===== config.mk =====
export PLATFORM = sky130hd
export DESIGN_NAME = chunked_adder
export DESIGN_NICKNAME = d
export VERILOG_FILES = /design/src/rtl/chunked_adder.sv
export SDC_FILE = /design/constraint.sdc
export NUM_CORES = 1
export LEC_CHECK = 0
export CORE_MARGIN = 1.5
export CORE_UTILIZATION = 40
export CTS_CLUSTER_DIAMETER = 100
export DETAILED_ROUTE_END_ITERATION = 8
export PLACE_DENSITY = 0.65
export SKIP_LAST_GASP = 1
export SYNTH_ARGS = -nofsm -noshare
export SYNTH_HDL_FRONTEND = slang
export SYNTH_SLANG_ARGS = --single-unit

===== constraint.sdc =====
create_clock -name clk -period 2.45 [get_ports clk]
set_input_delay 0.3675 -clock clk [delete_from_list [all_inputs] [get_ports clk]]
set_output_delay 0.3675 -clock clk [all_outputs]
set_load 0.02 [all_outputs]

===== src/rtl/chunked_adder.sv =====
// chunked_adder: multi-cycle add/subtract, CHUNK bits per clock.
// Carry ripples between chunks through a register; start/busy/done handshake.
module chunked_adder #(
  parameter int WIDTH = 16,
  parameter int CHUNK = 4
) (
  input  logic             clk,
  input  logic             rst,
  input  logic             start,
  input  logic [WIDTH-1:0] A,
  input  logic [WIDTH-1:0] B,
  input  logic             Cin,
  input  logic             sub,
  output logic             busy,
  output logic             done,
  output logic [WIDTH-1:0] Sum,
  output logic             Cout,
  output logic             ovf
);

  localparam int N  = WIDTH / CHUNK;
  localparam int IW = (N > 1) ? $clog2(N) : 1;

  typedef enum logic {
    IDLE,
    RUN
  } state_t;

  state_t           state;
  logic [IW-1:0]    idx;
  logic [WIDTH-1:0] a_r;
  logic [WIDTH-1:0] b_r;
  logic [WIDTH-1:0] res;
  logic             carry;

  int               lo;
  logic [CHUNK-1:0] a_ch;
  logic [CHUNK-1:0] b_ch;
  logic [CHUNK:0]   ch_sum;
  logic [WIDTH-1:0] res_nx;
  logic             last;
  logic             ovf_nx;

  // Current chunk sum and the result with that chunk merged in
  always_comb begin
    lo     = int'(idx) * CHUNK;
    a_ch   = a_r[lo +: CHUNK];
    b_ch   = b_r[lo +: CHUNK];
    ch_sum = {1'b0, a_ch} + {1'b0, b_ch}
           + {{CHUNK{1'b0}}, carry};
    res_nx = res;
    res_nx[lo +: CHUNK] = ch_sum[CHUNK-1:0];
    last   = (idx == IW'(N - 1));
    // same-sign operands giving a different-sign result
    ovf_nx = (a_ch[CHUNK-1] == b_ch[CHUNK-1])
          && (ch_sum[CHUNK-1] != a_ch[CHUNK-1]);
  end

  // Control FSM, chunk datapath and registered outputs
  always_ff @(posedge clk or posedge rst) begin
    if (rst) begin
      state <= IDLE;
      idx   <= '0;
      a_r   <= '0;
      b_r   <= '0;
      res   <= '0;
      carry <= 1'b0;
      busy  <= 1'b0;
      done  <= 1'b0;
      Sum   <= '0;
      Cout  <= 1'b0;
      ovf   <= 1'b0;
    end else begin
      done <= 1'b0;
      unique case (state)
        IDLE: begin
          if (start) begin
            a_r   <= A;
            b_r   <= B ^ {WIDTH{sub}};
            carry <= Cin ^ sub;
            idx   <= '0;
            busy  <= 1'b1;
            state <= RUN;
          end
        end
        RUN: begin
          res   <= res_nx;
          carry <= ch_sum[CHUNK];
          if (last) begin
            Sum   <= res_nx;
            Cout  <= ch_sum[CHUNK];
            ovf   <= ovf_nx;
            done  <= 1'b1;
            busy  <= 1'b0;
            idx   <= '0;
            state <= IDLE;
          end else begin
            idx <= idx + 1'b1;
          end
        end
        default: state <= IDLE;
      endcase
    end
  end

endmodule


# Word-level counts from Yosys, hierarchy flattened
# Cells that the tools add are included.
# totals
register_bits,72
in_bits,37
out_inout_bits,20
wordCells,45
# classes
n_addsub,4
n_eq_ne,5
n_bitwise,3
n_mux,14
reduce_logical,4
shift,4
# op_table
cell,count
4-bit negator with 33-bit output,1
"4-bit by 33-bit variable shift with 16-bit output, first input constant",1
4-bit by 33-bit indexed part select with 16-bit output,1
16-bit by 5-bit indexed part select with 4-bit output,2
16-bit bitwise mux,1
16-bit bitwise XOR,1
1-bit two-way mux,7
1-bit case mux with 2 select lines,3
2-bit AND reduction,3
4-bit by 4-bit adder with 5-bit output,1
5-bit by 1-bit adder with 5-bit output,1
2-bit two-way mux,2
2-bit case mux with 2 select lines,1
"2-bit by 1-bit adder with 2-bit output, second input constant",1
"2-bit == test, second input constant",1
"2-bit by 1-bit != test with 1-bit output, second input constant",1
"2-bit != test, second input constant",1
1-bit == test,1
1-bit logical AND,1
1-bit != test,1
1-bit inverter,1
1-bit bitwise XOR,1

# Longest topological paths before layout
# Gate-level depths: netlist (run 1).
# logic_depth
depth_word,5
ltp_mapped,7
depth_no_buf,6

# Worst setup path after synthesis (run 1)
# No wires, ideal clock.
# synth_timing
path_kind,reg-to-reg
from,register idx[0]
to,register res[2]
path_buffers,1
setup_ps,77
slack_ps,-150
required_ps,2373
period_less_slack_ps,2600
path_stages_with_launch,8
t_arrival_ps,2523
cell_sequence,dfrtp_1 -> buf_4 -> mux4_2 -> fa_1 -> fa_1 -> xor2_1 -> nand2_1 -> o21ai_1
# synth_between
elab_chain_cells,5
word_cells_on_any_way,8
cone_classes,3 x add/sub; 4 x shift; 1 x mux
# synth_lines
item,line_no,source
from (decl),30,logic [IW-1:0] idx;
from (signal assigned),98,idx <= idx + 1'b1;
"16-bit by 5-bit indexed part select with 4-bit output, on equally long branches","47, 48",
4-bit by 4-bit adder with 5-bit output,49,"ch_sum = {1'b0, a_ch} + {1'b0, b_ch}"
5-bit by 1-bit adder with 5-bit output,50,"+ {{CHUNK{1'b0}}, carry};"
4-bit by 33-bit indexed part select with 16-bit output,52,res_nx[lo +: CHUNK] = ch_sum[CHUNK-1:0];
16-bit bitwise mux (*),52,
to (signal assigned),87,res <= res_nx;
to (decl),33,logic [WIDTH-1:0] res;
# Mark *: on every way between the ends. The rest lies on a longest branch, timed or not.
# A chain may end at the register's enable or synchronous reset.

# Worst setup path after layout (run 1)
# layout_timing
from,register idx[0]
to,register res[11]
# The elaborated chain is that of the path after synthesis.

==> results of run 1 <==
state kept, by name (all words and copies together) (netlist names):
| signal | cells |
|---|---|
| state | 1 |
| busy | 1 |
| carry | 1 |
| ovf | 1 |
| idx | 2 |
| Sum | 16 |
| res | 16 |
| b_r | 16 |
| Cout | 1 |
| done | 1 |
| a_r | 16 |
logic make-up (layout without fill, tap and decap cells):
group | Yosys count | count (layout) | share of synthesized area, %
compound gates | 74 | 74 | 12.25
xor+xnor | 21 | 21 | 5.377
fa+ha+maj | 11 | 11 | 4.462
buf+inv | 22 | 92 | 3.255
flops | 72 | 72 | 52.67
mux | 25 | 25 | 10.83
simple gates | 82 | 82 | 11.16
area by class of cell:
type | instances | area (sq um)
multi-input cells | 213 | 1568
repair buffers | 70 | 690.7
fillers | 777 | 3822
well taps | 105 | 131.4
inverters | 6 | 22.52
clock inverters | 6 | 82.58
clock buffers | 10 | 137.6
flip-flops and latches | 72 | 1803
per-layer routing:
metal / vias to the layer above / GRT usage [%]
met5: - / 0
met4: 0 / 4.167
met3: 10 / 5.742
met2: 66 / 28.55
met1: 1163 / 21.04
li1: 1191 / -
placed cells by master (no fill, tap or decap), drive strengths merged, types with 2 or more instances in the layout:
cell            n
mux2           16
a21o            2
xnor2          18
clkdlybuf4s50  56
clkinv          3
fa              2
nor2b          13
clkbuf         10
dfrtp          72
bufinv          2
nor3b           4
xor2            3
o31ai           6
mux4            8
inv             6
nand2b          2
a32o            4
buf            14
nand2          53
o21ai          43
nand3           3
and3            3
a21oi          19
ha              9
worst max path at each step:
stage                                     end  slack, ps  cells after the start
after detailed placement  res[10]$_DFFE_PP0P_       -100                      6
after global placement    res[13]$_DFFE_PP0P_         -3                      5
after CTS                  Sum[7]$_DFFE_PP0P_          4                      7
after global routing       Sum[3]$_DFFE_PP0P_        -60                      8
final                     res[11]$_DFFE_PP0P_         80                      6
after floorplan             carry$_DFFE_PP0P_         20                      7
metrics by stage:
step	instance area [sq um]	setup TNS, ps	setup slack [ps]	hold WS, ps	instances
floorplan	3437	0	16.87	447.9	307
global route	4436	-189.2	-62.76	407.5	482
global placement	4161	-6.116	-3.368	462.2	465
CTS	4402	0	4.476	389.9	482
detailed placement	4161	-899.1	-100.3	467.5	465
finish	4436	0	82.49	375.0	482
power by group:
group          switching (W)  internal, W
Combinational        0.00202      0.00159
Clock               0.000437     0.000595
Sequential          0.000288      0.00169
what timing repair did:
item / in CTS / in global routing
endpoints found under the hold margin: 0 / 0
gates cloned: 0 / 0
setup endpoints to repair: 22 / 19
gates resized for setup: 2 / 8
setup buffers: 1 / 0
pin swaps: 0 / 3
worst max-delay path: stages, from the launching register on:
cell and delay, ps:
sky130_fd_sc_hd__dfrtp_2 450, sky130_fd_sc_hd__buf_4 210, sky130_fd_sc_hd__mux4_2 520, sky130_fd_sc_hd__ha_2 440, sky130_fd_sc_hd__a21oi_4 90, sky130_fd_sc_hd__xnor2_1 350, sky130_fd_sc_hd__a32o_1 230
==> flow_metrics.env, run 1 <==
export IMPL_outcome="complete, no violations"
export IMPL_drcViolationCount=0
export IMPL_area_delta_synth_final_pct=29.66
export IMPL_detailroute_wirelength_met3_um=339
export IMPL_crit_path_max_fanout=9
export IMPL_timing_worst_slew_pin_value_ps=621.2
export IMPL_power_density_cell_area_mw_per_mm2=1492
export IMPL_wl_met1_mm=3.027
export IMPL_grt_pass1_wl_mm=11.67
export IMPL_required_ps=2730
export IMPL_startpoint_type="register"
export IMPL_drive_gt1_share_pct=14.32
export IMPL_top_routing_layer_used="met4"
export IMPL_post_dp_hpwl_mm=5.182
export IMPL_antenna_found_initial=0
export IMPL_dieHeight_um=95.48
export IMPL_drv_max_cap_violation_count=0
export IMPL_number_of_hold_buffers_added_after_cts=0
export IMPL_netlist_area_leader_share_pct=52.67
export IMPL_route_met2_wl_mm=3.440
export IMPL_yosys_warnings=0
export IMPL_worst_setup_path_type="register to register"
export IMPL_worst_r2r_path_depth=6
export IMPL_netlist_top_cells_area="sky130_fd_sc_hd__dfrtp_1, sky130_fd_sc_hd__o21ai_1, sky130_fd_sc_hd__nand2_1"
export IMPL_grt_total_usage_pct=17.00
export IMPL_via_count=2430
export IMPL_worst_setup_path_end_kind="register"
export IMPL_routed_via_density=5.041
export IMPL_hold_path_class="primary input to async pin"
export IMPL_proportion_of_synthesized_flip_flops_having_asynchronous_set_or_reset_pct=100.0
export IMPL_mapped_nets=355
export IMPL_num_antenna_cells=0
export IMPL_timing_fmax_mhz=422.4
export IMPL_clk_path_buf_depth=2
export IMPL_skew_ps=10.63
export IMPL_cts_tree="done"
export IMPL_worst_reg2reg_path_endpoint="res[11]$_DFFE_PP0P_"
export IMPL_cts_sinks=72
export IMPL_globalplace_congestion=0.8340
export IMPL_cp_startpoint="idx[0]$_DFFE_PP0P_"
export IMPL_post_layout_total_power_w=0.006617
export IMPL_slew_violations=0
export IMPL_post_route_fraction_of_the_period_consumed_by_the_critical_path_pct=96.63
export IMPL_cts_clk_slew_worst_paths_ps=80
export IMPL_number_of_global_route_vias_before_repair=2458
export IMPL_detailedRoute_firstPassIterationCount=4
export IMPL_synth_area_leader_cell="sky130_fd_sc_hd__dfrtp_1"
export IMPL_core_region_area_sq_mm=0.008258
export IMPL_arrival_time_at_the_worst_endpoint_ps=2640
export IMPL_start_util_pct=41.42
export IMPL_hold_viol_final=0
export IMPL_setup_violations=0
export IMPL_power_static_leakage_nw=1.891
export IMPL_detail_route_iter0_violations=89
export IMPL_synth_seq_cells=72
export IMPL_timing_slew_headroom_pct=58.59
export IMPL_core_rowCount=33
export IMPL_ff2ff_setup_slack_ps=80
export IMPL_vdd_ir_drop_worst_uv=655.9
export IMPL_portBuffers=56
export IMPL_grt_max_degree=32
export IMPL_min_period_ps=2368
export IMPL_timing_rr_start="idx[0]$_DFFE_PP0P_"
export IMPL_finalCoreUtilization_pct=53.71
export IMPL_yosysSeqAreaShare_pct=52.67
export IMPL_cts_buffers=9
export IMPL_floorplan_die_width_um=95.48
export IMPL_grt_overflow=0
export IMPL_synthesized_cell_area_sq_mm=0.003421
export IMPL_syn_area_per_cell_sq_um=11.14
export IMPL_wl_per_cell_um=14.33
export IMPL_drt_antenna_violating_nets=0
export IMPL_setup_repair_after_global_routing_missed_its_margin="yes"
export IMPL_dominantRegCellSynth="sky130_fd_sc_hd__dfrtp_1"
export IMPL_synth_edff_count=0
export IMPL_clock_latency_ps=350
export IMPL_synth_cells_most_frequent="sky130_fd_sc_hd__dfrtp_1, sky130_fd_sc_hd__nand2_1, sky130_fd_sc_hd__o21ai_1"
export IMPL_ios=57
export IMPL_yosys_cell_count_top_type="sky130_fd_sc_hd__dfrtp_1"
export IMPL_detail_route_wirelength_mm=6.908
export IMPL_layout_net_count=420
export IMPL_die_area_sq_mm=0.009115
export IMPL_ctsHtreeMaxLevel=3
export IMPL_synth_cell_type_count=33
export IMPL_root_buffer="sky130_fd_sc_hd__clkbuf_8"
export IMPL_syn_inst=307
Power figures use the tool's default switching activity.
==> run 2: changes to the inputs <==
Settings changed: GPL_TIMING_DRIVEN set to 0.
==> run 2 against run 1 <==
  * The flow now finishes with violations (setup timing)
  * Via count grew 3.2%
  * Worst hold slack improved by 42 ps
  * Sequential power about the same
  * Wire length rose by 5.6%
  * Power rose by 8.3%
  * Setup slack worse by 110 ps
  * Clock skew increased by 4.4 ps
  * Non-clock buffer count is 11 higher
  * Critical path depth is 2 higher
  * Critical endpoint is now res[3]$_DFFE_PP0P_
  * Highest routed layer unchanged
==> flow_metrics.env, run 2 (same netlist as run 1, synthesis figures left out) <==
export IMPL_floorplan_die_width_um=95.48
export IMPL_wl_per_cell_um=14.79
export IMPL_area_delta_synth_final_pct=32.81
export IMPL_final_sum_of_negative_setup_slack_ps=-79.45
export IMPL_power_static_leakage_nw=1.931
export IMPL_ctsHtreeMaxLevel=3
export IMPL_arrival_time_at_the_worst_endpoint_ps=2720
export IMPL_cts_buffers=9
export IMPL_hold_path_class="primary input to register"
export IMPL_timing_rr_start="idx[0]$_DFFE_PP0P_"
export IMPL_setup_violations=6
export IMPL_post_route_fraction_of_the_period_consumed_by_the_critical_path_pct=101.1
export IMPL_failing_checks="setup timing"
export IMPL_drv_max_cap_violation_count=0
export IMPL_grt_total_usage_pct=17.87
export IMPL_antenna_found_initial=0
export IMPL_hold_viol_final=0
export IMPL_portBuffers=55
export IMPL_holdCritStartpoint="sub"
export IMPL_start_util_pct=41.42
export IMPL_min_delay_worst_endpoint="b_r[14]$_DFFE_PP0P_"
export IMPL_layout_net_count=431
export IMPL_die_area_sq_mm=0.009115
export IMPL_timing_slew_headroom_pct=42.87
export IMPL_core_rowCount=33
export IMPL_cp_num_buf_inv=2
export IMPL_grt_overflow=0
export IMPL_drt_antenna_violating_nets=0
export IMPL_detail_route_iter0_violations=88
export IMPL_post_dp_hpwl_mm=5.158
export IMPL_crit_chain="buf_12 -> buf_4 -> mux4_2 -> ha_4 -> a21o_1 -> a21oi_4 -> xnor2_2 -> a32o_1"
export IMPL_worst_setup_path_end_kind="register"
export IMPL_root_buffer="sky130_fd_sc_hd__clkbuf_8"
export IMPL_globalplace_congestion=0.8412
export IMPL_grt_max_degree=73
export IMPL_skew_ps=15.04
export IMPL_cts_clk_slew_worst_paths_ps=90
export IMPL_finalNonFillerCells=493
export IMPL_dp_slack_ps=-346.7
export IMPL_dieHeight_um=95.48
export IMPL_timing_worst_slew_pin_value_ps=857.0
export IMPL_number_of_global_route_vias_before_repair=2427
export IMPL_crit_path_max_fanout=8
export IMPL_grt_pass1_wl_mm=11.87
export IMPL_vdd_ir_drop_worst_uv=802.5
export IMPL_startpoint_type="register"
export IMPL_ff2ff_setup_slack_ps=-30
export IMPL_clock_latency_ps=360
export IMPL_detailedRoute_firstPassIterationCount=4
export IMPL_critPathTopFamily="compound AO/OA/AOI/OAI gates"
export IMPL_outcome="finished, violations left"
export IMPL_seqCellArea_sq_mm=0.001803
export IMPL_ios=57
export IMPL_worst_reg2reg_path_endpoint="res[3]$_DFFE_PP0P_"
export IMPL_routed_via_density=5.085
export IMPL_required_ps=2690
export IMPL_setup_ws_ps=-27.90
export IMPL_finalCoreUtilization_pct=55.02
export IMPL_cts_tree="done"
export IMPL_layout_cells_most_common_list="sky130_fd_sc_hd__dfrtp_1, sky130_fd_sc_hd__clkdlybuf4s50_1, sky130_fd_sc_hd__nand2_1, sky130_fd_sc_hd__o21ai_1, sky130_fd_sc_hd__xnor2_1"
export IMPL_detail_route_wirelength_mm=7.293
export IMPL_min_period_ps=2478
export IMPL_multi_input_comb_area_sq_mm=0.001642
export IMPL_setup_repair_after_global_routing_missed_its_margin="yes"
export IMPL_slew_violations=0
export IMPL_core_region_area_sq_mm=0.008258
export IMPL_cts_sinks=72
export IMPL_worst_path_max_delay_cell="sky130_fd_sc_hd__mux4_2"
export IMPL_placed_cells=467
export IMPL_hold_slack_ps=417.0
export IMPL_worst_setup_path_type="register to register"
export IMPL_via_count=2507
export IMPL_drive_gt1_share_pct=18.04
export IMPL_drcViolationCount=0
export IMPL_mostFrequentLayoutCell="sky130_fd_sc_hd__dfrtp_1"
export IMPL_clk_path_buf_depth=2
export IMPL_fillerInstances=756
export IMPL_worst_r2r_path_depth=8
export IMPL_num_antenna_cells=0
export IMPL_cell_depth_of_the_worst_hold_path=3
export IMPL_power_density_cell_area_mw_per_mm2=1578
export IMPL_critPathMaxStageDelay_ps=550
export IMPL_timing_fmax_mhz=403.6
run 2: worst max path at each step:
stage	start	endpoint	slack [ps]	cells after the start
floorplan	idx[0]$_DFFE_PP0P_	carry$_DFFE_PP0P_	20	7
global placement	rst	b_r[6]$_DFFE_PP0P_	-920	2
detailed placement	idx[0]$_DFFE_PP0P_	res[2]$_DFFE_PP0P_	-350	7
CTS	idx[0]$_DFFE_PP0P_	res[2]$_DFFE_PP0P_	-60	7
global route	idx[0]$_DFFE_PP0P_	res[3]$_DFFE_PP0P_	-100	7
finish	idx[0]$_DFFE_PP0P_	res[3]$_DFFE_PP0P_	-30	8
run 2: power by group:
group	internal [W]	switching, W	total [W]
registers	0.00168	0.000252	0.00194
clock network	0.000501	0.000476	0.000977
logic	0.00190	0.00236	0.00425
total	0.00408	0.00309	0.00717
run 2: what timing repair did:
action	4_1_cts	5_1_grt
gates resized for setup	12	16
setup endpoints to repair	27	27
hold buffers	0	0
cloned	0	0
pin swaps	4	5
buffers inserted	8	2
run 2: through the flow:
step                total power [W]  cell area (sq um)
floorplan                  0.004206               3437
global placement           0.005222               4119
detailed placement         0.005280               4121
CTS                        0.006833               4448
global route               0.007670               4543
finish                     0.007168               4543
run 2: cell type report:
type | instances | area share, %
Sequential cell | 72 | 39.69
Multi-Input combinational cell | 213 | 36.13
Timing Repair Buffer | 65 | 13.94
Clock buffer | 10 | 3.029
Tap cell | 105 | 2.892
Buffer | 16 | 2.286
Clock inverter | 6 | 1.487
Inverter | 6 | 0.5508
run 2: layer usage:
metal / global-route usage, % / up-vias / share of wire [%]
met5: 0 / - / 0
met1: 21.89 / 1207 / 43
met2: 29.61 / 66 / 49
li1: - / 1218 / -
met3: 3.828 / 16 / 4.5
met4: 9.191 / 0 / 2.8
run 2: worst register-to-register path, delay by kind of cell, from the launching register on:
family | cells | cell delay (ps)
AO/OA/AOI/OAI | 3 | 760
multiplexers | 1 | 550
flip-flops | 1 | 400
adder cells (fa/ha/maj) | 1 | 260
buffers and inverters | 2 | 250
XOR/XNOR | 1 | 140
